[src/rtl/fiq_pkg.sv]
// rtl/fiq_pkg.sv - shared constants and entry type for the fetch issue queue
package fiq_pkg;

    localparam logic [31:0] NOP_INSTR = 32'h00000013;
    localparam int FIQ_DEPTH = 8;
    localparam int PTR_W = $clog2(FIQ_DEPTH);

    typedef struct packed {
        logic [31:0] pc;
        logic [31:0] instr;
    } fiq_entry_t;

endpackage

[src/rtl/fetch_issue_queue.sv]
// rtl/fetch_issue_queue.sv - dual-width fetch-to-decode instruction buffer
module fetch_issue_queue
    import fiq_pkg::*;
#(
    parameter int DEPTH = 8,
    parameter int XLEN  = 32
) (
    input  logic                       clk,
    input  logic                       rst,
    input  logic                       FlushD,
    input  logic                       FetchValid0,
    input  logic                       FetchValid1,
    input  logic [XLEN-1:0]            InstrF0,
    input  logic [XLEN-1:0]            InstrF1,
    input  logic [XLEN-1:0]            PCF0,
    input  logic [XLEN-1:0]            PCF1,
    input  logic [1:0]                 IssueCnt,
    output logic                       FetchReady,
    output logic                       ValidD0,
    output logic                       ValidD1,
    output logic [XLEN-1:0]            InstrD0,
    output logic [XLEN-1:0]            InstrD1,
    output logic [XLEN-1:0]            PCD0,
    output logic [XLEN-1:0]            PCD1,
    output logic [XLEN-1:0]            PCPlus4D0,
    output logic [XLEN-1:0]            PCPlus4D1,
    output logic [$clog2(DEPTH):0]     Count
);

    localparam int PW = $clog2(DEPTH);
    localparam int CW = PW + 1;

    logic [PW-1:0]   head, tail, head1, tail1;
    logic [CW-1:0]   count;
    logic [XLEN-1:0] pc_mem    [DEPTH];
    logic [XLEN-1:0] instr_mem [DEPTH];
    logic [1:0]      push_n, pop_n, issue_sat;

    assign head1 = head + PW'(1);
    assign tail1 = tail + PW'(1);

    // Space is judged on start-of-cycle occupancy so a push never lands on a slot being popped.
    assign FetchReady = (CW'(DEPTH) - count) >= CW'(2);

    always_comb begin
        push_n = 2'd0;
        if (FetchReady && !FlushD && FetchValid0)
            push_n = FetchValid1 ? 2'd2 : 2'd1;
    end

    assign issue_sat = (IssueCnt == 2'd3) ? 2'd2 : IssueCnt;

    always_comb begin
        pop_n = 2'd0;
        if (!FlushD)
            pop_n = (count < CW'(issue_sat)) ? count[1:0] : issue_sat;
    end

    always_ff @(posedge clk or posedge rst) begin
        if (rst) begin
            head  <= '0;
            tail  <= '0;
            count <= '0;
        end else if (FlushD) begin
            head  <= '0;
            tail  <= '0;
            count <= '0;
        end else begin
            head  <= head + PW'(pop_n);
            tail  <= tail + PW'(push_n);
            count <= count + CW'(push_n) - CW'(pop_n);
        end
    end

    always_ff @(posedge clk) begin
        if (push_n != 2'd0) begin
            pc_mem[tail]    <= PCF0;
            instr_mem[tail] <= InstrF0;
            if (push_n == 2'd2) begin
                pc_mem[tail1]    <= PCF1;
                instr_mem[tail1] <= InstrF1;
            end
        end
    end

    assign ValidD0   = (count >= CW'(1));
    assign ValidD1   = (count >= CW'(2));
    assign InstrD0   = ValidD0 ? instr_mem[head]  : XLEN'(NOP_INSTR);
    assign InstrD1   = ValidD1 ? instr_mem[head1] : XLEN'(NOP_INSTR);
    assign PCD0      = ValidD0 ? pc_mem[head]  : '0;
    assign PCD1      = ValidD1 ? pc_mem[head1] : '0;
    assign PCPlus4D0 = ValidD0 ? pc_mem[head]  + XLEN'(4) : '0;
    assign PCPlus4D1 = ValidD1 ? pc_mem[head1] + XLEN'(4) : '0;
    assign Count     = count;

    // Illegal fetch/issue encodings are tolerated in hardware but flagged in simulation.
    always_ff @(posedge clk) begin
        if (!rst) begin
            assert (!(FetchValid1 && !FetchValid0));
            assert (FlushD || IssueCnt != 2'd3);
            assert (FlushD || CW'(issue_sat) <= count);
        end
    end

endmodule
[config.mk]
export PLATFORM = sky130hd
export DESIGN_NAME = fetch_issue_queue
export DESIGN_NICKNAME = d
export VERILOG_FILES = /design/src/rtl/fiq_pkg.sv /design/src/rtl/fetch_issue_queue.sv
export SDC_FILE = /design/constraint.sdc
export NUM_CORES = 1
export LEC_CHECK = 0
export BUFFER_PORTS_ARGS = -buffer_cell sky130_fd_sc_hd__buf_2
export CAP_MARGIN = 20
export CORE_UTILIZATION = 45
export CTS_CLUSTER_SIZE = 10
export DETAILED_ROUTE_END_ITERATION = 8
export HOLD_SLACK_MARGIN = 0.1
export PLACE_DENSITY = 0.66
export SETUP_SLACK_MARGIN = 0.05
export SYNTH_ARGS = -nofsm -noshare
export SYNTH_HDL_FRONTEND = slang
export SYNTH_SLANG_ARGS = --single-unit
[constraint.sdc]
create_clock -name clk -period 7.05 [get_ports clk]
set_input_delay 0.705 -clock clk [delete_from_list [all_inputs] [get_ports clk]]
set_output_delay 0.705 -clock clk [all_outputs]
set_load 0.01 [all_outputs]
# Yosys cells after proc, flatten, opt, wreduce, memory -nomap -nowiden

Memory sizes are Yosys's and may differ from the RTL's.
Index checks and enable logic that the tools add are counted.

Memories kept: 2
Output and inout port bits: 199
Logic and storage cells: 43
Bits of input ports: 135
Memory bits (writable): 512
Flip-flop bits (word level): 10

Memory list:

| name      | depth | width | rd ports | clocked after Yosys merged registers in | wr ports | RTL line                | source |
|---|---|---|---|---|---|---|---|
| instr_mem | 8     | 32    | 2        | 0                                       | 2        | fetch_issue_queue.sv:36 | `logic [XLEN-1:0] instr_mem [DEPTH];` |
| pc_mem    | 8     | 32    | 2        | 0                                       | 2        | fetch_issue_queue.sv:35 | `logic [XLEN-1:0] pc_mem [DEPTH];` |

Add/subtract/negate cells: 9
Reductions and logical operators: 4
Equality and inequality tests: 2
Mux-type cells: 19
Order comparisons: 4

Operator list:

| kind                    | count |
|---|---|
| $mux W32                | 6 |
| $add A32 B3 Y32 const B | 2 |
| $mux W2                 | 5 |
| $ge A4 B2 Y1 const B    | 2 |
| $add A3 B1 Y3 const B   | 2 |
| $add A3 B2 Y3           | 2 |
| $mux W3                 | 2 |
| $mux W1                 | 5 |
| $add A4 B2 Y4           | 1 |
| $eq A2 B2 Y1 const B    | 2 |
| $ge A4 B1 Y1 const B    | 1 |
| $lt A4 B2 Y1            | 1 |
| $mux W4                 | 1 |
| $sub A4 B2 Y4           | 1 |
| $sub A4 B4 Y4 const A   | 1 |
| $logic_and A1 B1 Y1     | 2 |
| $reduce_bool A2 Y1      | 1 |
| $logic_not A1 Y1        | 1 |

# Depth between registers and ports, before layout

Word-level depth: 9
Depth in mapped cells: 14
Mapped depth without buffers: 14

# Worst setup path after synthesis

OpenSTA, ideal clock, no wires.

Kind: reg2reg
From: reg count[1], in the netlist Count[1]
To: mem instr_mem[2][0], enable pin
Setup time: 0.584 ns
Required time: 6.466 ns
Clock period less this slack: 6.856 ns
Stages on the path, launching flop included: 7
Path slack: 0.194 ns
Path buffers: 0
Arrival: 6.272 ns
Cells stage by stage: dfrtp_1 > or3_1 > nand4_1 > a211o_1 > and3b_1 > nand2_1 > o32ai_1

RTL lines:

| item                   | RTL line                | source |
|---|---|---|
| from (decl)            | fetch_issue_queue.sv:34 | `logic [CW-1:0] count;` |
| from (signal assigned) | fetch_issue_queue.sv:71 | `count <= count + CW'(push_n) - CW'(pop_n);` |
| to (decl)              | fetch_issue_queue.sv:36 |  |

# Worst setup path after layout

From: reg head[1]
To: out PCPlus4D1[31]

Cells in the longest elaborated chain, start to end: 4

RTL lines:

| item                   | RTL line                | source |
|---|---|---|
| from (decl)            | fetch_issue_queue.sv:33 | `logic [PW-1:0] head, tail, head1, tail1;` |
| from (signal assigned) | fetch_issue_queue.sv:69 | `head <= head + PW'(pop_n);` |
| $add A3 B1 Y3          | fetch_issue_queue.sv:39 | `assign head1 = head + PW'(1);` |
| $mem_v2 Z8 W32         | -                       |  |
| $add A32 B3 Y32        | fetch_issue_queue.sv:93 | `assign PCPlus4D1 = ValidD1 ? pc_mem[head1] + XLEN'(4) : '0;` |
| $mux W32               | fetch_issue_queue.sv:93 |  |
| to (decl)              | fetch_issue_queue.sv:26 | `output logic [XLEN-1:0] PCPlus4D1,` |

No other way between the ends.

==> results_dict.tcl <==
set metrics [dict create \
    reg2regPathDepth 10 \
    vias_per_cell 6.25 \
    syn_avg_cell_area_sq_um 14.8 \
    final.min_clock_period_ns 6.23 \
    grt_pass1_vias 21800 \
    rsz0062_at_grt "no" \
    postPlaceCellArea_sq_mm 0.0347 \
    holdCritPathClass "in -> async" \
    ys_types 65 \
    numCtsBuffers 66 \
    max_stage_delay_ns 0.95 \
    synth_seq_area_share 0.487 \
    r2r_slack_ns 2.87 \
    maxSlewViolCount 0 \
    cts_hold_buf 0 \
    vias 21400 \
    synth_nets 2318 \
    synth.area.top_cells "edfxtp_1 48%, mux2_2 18%, mux4_2 16%" \
    syn_to_final_growth_pct 14.2 \
    final_cell_mix "517 x mux2_2, 512 x edfxtp_1, 333 x buf_2" \
    cp-endpoint "PCPlus4D1[31]" \
    use_met1 0.345 \
    cts_sinks 522 \
    h-tree-depth 3 \
    cts_tree "built" \
    initial_core_util 0.457 \
    grt_usage 0.275 \
    timing.slew.headroom 0.202 \
    drive_above_1_share 0.501 \
    clock_path_buffers 3 \
    grt_max_degree 76 \
    worst-path-buf-inv 2 \
    max_freq_ghz 0.160 \
    path_class "reg -> out" \
    cts_resized 0 \
    clock_skew_ns 0.0235 \
    p_per_area_mw_per_mm2 336 \
    die_w_microns 269 \
    finalHoldViolations 0 \
    synth_edf_count 512 \
    ant_nets 0 \
    worstPathRequired_ns 6.34 \
    row_count 97 \
    crit_fanout 53 \
    clkTransAtPathRegs_ns 0.05 \
    cp.arrival_ns 5.53 \
    wl_per_cell_microns 29.3 \
    finalNetCount 2603 \
    first_pass_iters 7 \
    path_cells "ha_4 > buf_4 > mux2i_1 > mux4_1 > nor4_4 > nand2_2 > or4_4 > nand4b_1 > mux2_1 > buf_2" \
    cp_top_family "simple AND/OR/NAND/NOR gates" \
    drv_cap 0 \
    cts_setup_buffers 0 \
    synth_cells 2162 \
    yosysWarningCount 0 \
    end_kind "output pin" \
    io-pin-count 334 \
    busiest_layer "met2" \
    drt-initial-drc-count 1909 \
    synth-seq-cells 522 \
    r2r-end "instr_mem[4][0]$_DFFE_PP_" \
    clock_latency_ns 0.61 \
    syn_area_sq_mm 0.0321 \
    wirelength_microns 100000 \
    dp_hpwl_microns 60400 \
    placeableCoreArea_sq_mm 0.0703 \
    grt_pass1_wl_microns 144000 \
    r2r_start "Count[1]$_DFF_PP0_" \
    final.period_utilization 0.884 \
    die_area_sq_mm 0.0724 \
    route.detailed.drc 0 \
    yosysTopAreaCell "edfxtp_1" \
    grt-ovfl-total 0 \
    final_cell_area_sq_mm 0.0367 \
    worstMarginPinSlew_ns 1.20 \
    status "complete, no violations" \
    leakagePower_nw 12.5 \
    ctsRootBufferMaster "clkbuf_16" \
    final_common_cell "mux2_2" \
    portBuffers 333 \
    gp_congestion 0.898 \
    cp_slowest_cell "ha_4" \
    global_route.usage.met3 0.0638 \
    die_h_microns 269 \
    fin_tns_setup_ns 0 \
    met2_usage 0.468 \
    n_fill_cell 5878 \
    critPathLaunch "head[1]$_DFF_PP0_" \
    setup_violations 0 \
    async_flop_share 0.0192 \
    peakVddDrop_mv 0.227 \
    worst-path-stages 10 \
    startpoint_type "flop" \
    synth_top_area_frac 0.479 \
    ys.flop_type "edfxtp_1" \
    antenna_found_initial 22 \
]
==> worst min-delay path by stage <==
stage,depth (start not counted),startpoint,slack (ns),endpoint
floorplan,1,rst,0.55,Count[0]$_DFF_PP0_
global placement,3,tail[1]$_DFF_PP0_,0.73,tail[1]$_DFF_PP0_
detailed placement,3,tail[1]$_DFF_PP0_,0.74,tail[1]$_DFF_PP0_
CTS,2,rst,0.11,Count[3]$_DFF_PP0_
global route,2,rst,0.14,tail[1]$_DFF_PP0_
finish,2,rst,0.12,Count[3]$_DFF_PP0_
==> through the flow <==
step | instances | utilization | setup WS (ns) | power (W) | hold WS (ns)
after floorplan | 2162 | - | 0.194 | 0.00726 | 0.545
after global placement | 3317 | 0.494 | 1.49 | 0.00923 | 0.725
after detailed placement | 3318 | 0.494 | 1.46 | 0.00930 | 0.735
after CTS | 3416 | 0.521 | 0.798 | 0.0124 | 0.112
after global routing | 3419 | 0.522 | 0.602 | 0.0129 | 0.139
final | 3423 | 0.522 | 0.816 | 0.0123 | 0.122
==> power by group <==
group / internal, W / leakage [nW] / switching, W
Sequential: 0.00363 / 4.76 / 0.000131
Clock: 0.00176 / 0.921 / 0.00131
Combinational: 0.00219 / 6.84 / 0.00329
==> layer usage <==
metal	share of wire	routed length, microns
met2	0.50	50200
met1	0.38	38500
met4	0.029	2960
met3	0.085	8540
met5	0.0017	173
==> cells by family after synthesis <==
kind of cell | after synthesis | share of synthesized area
flip-flops | 522 | 0.487
buffers and inverters | 187 | 0.0276
adder cells (fa/ha/maj) | 21 | 0.00912
multiplexers | 882 | 0.387
AO/OA/AOI/OAI | 73 | 0.0141
AND/OR/NAND/NOR | 431 | 0.0616
XOR/XNOR | 46 | 0.0134
==> worst reg2reg max path: cells and delay by family (launching register included) <==
| kind | cells | cell delay (ns) |
|---|---|---|
| compound gates | 1 | 0.17 |
| fa+ha+maj | 1 | 0.23 |
| simple gates | 4 | 1.07 |
| mux | 1 | 0.43 |
| buf+inv | 3 | 1.57 |
| flops | 1 | 0.47 |
==> sequential cells by signal, indices dropped and copies added, names as in the netlist <==
signal,flops
tail,3
instr_mem,256
Count,4
pc_mem,256
head,3
==> cells in the mapped netlist, drive strengths merged (3+ instances only) <==
master,count
a211o,3
a21o,4
a21oi,39
and2,7
and3,5
and3b,3
buf,73
clkbuf,89
dfrtp,10
edfxtp,512
fa,4
ha,17
inv,23
mux2,519
mux2i,130
mux4,233
nand2,145
nand2b,6
nand3,32
nand4,8
nand4b,3
nor2,161
nor2b,8
nor3,17
nor3b,3
nor4,13
nor4b,3
o21ai,9
o21bai,3
o31ai,5
or2,5
or3,6
or4,3
xnor2,18
xor2,28
==> final cells by class <==
class	count	area, sq um	share of cell area
repair buffers	379	2090	0.0571
inverters	25	93.8	0.00256
clock buffers	81	1760	0.0480
multi-input cells	1453	15800	0.430
well taps	940	1180	0.0321
diodes	6	15.0	0.000409
flip-flops and latches	522	15600	0.426
clock inverters	17	129	0.00351
(Power assumes the default switching activity.)
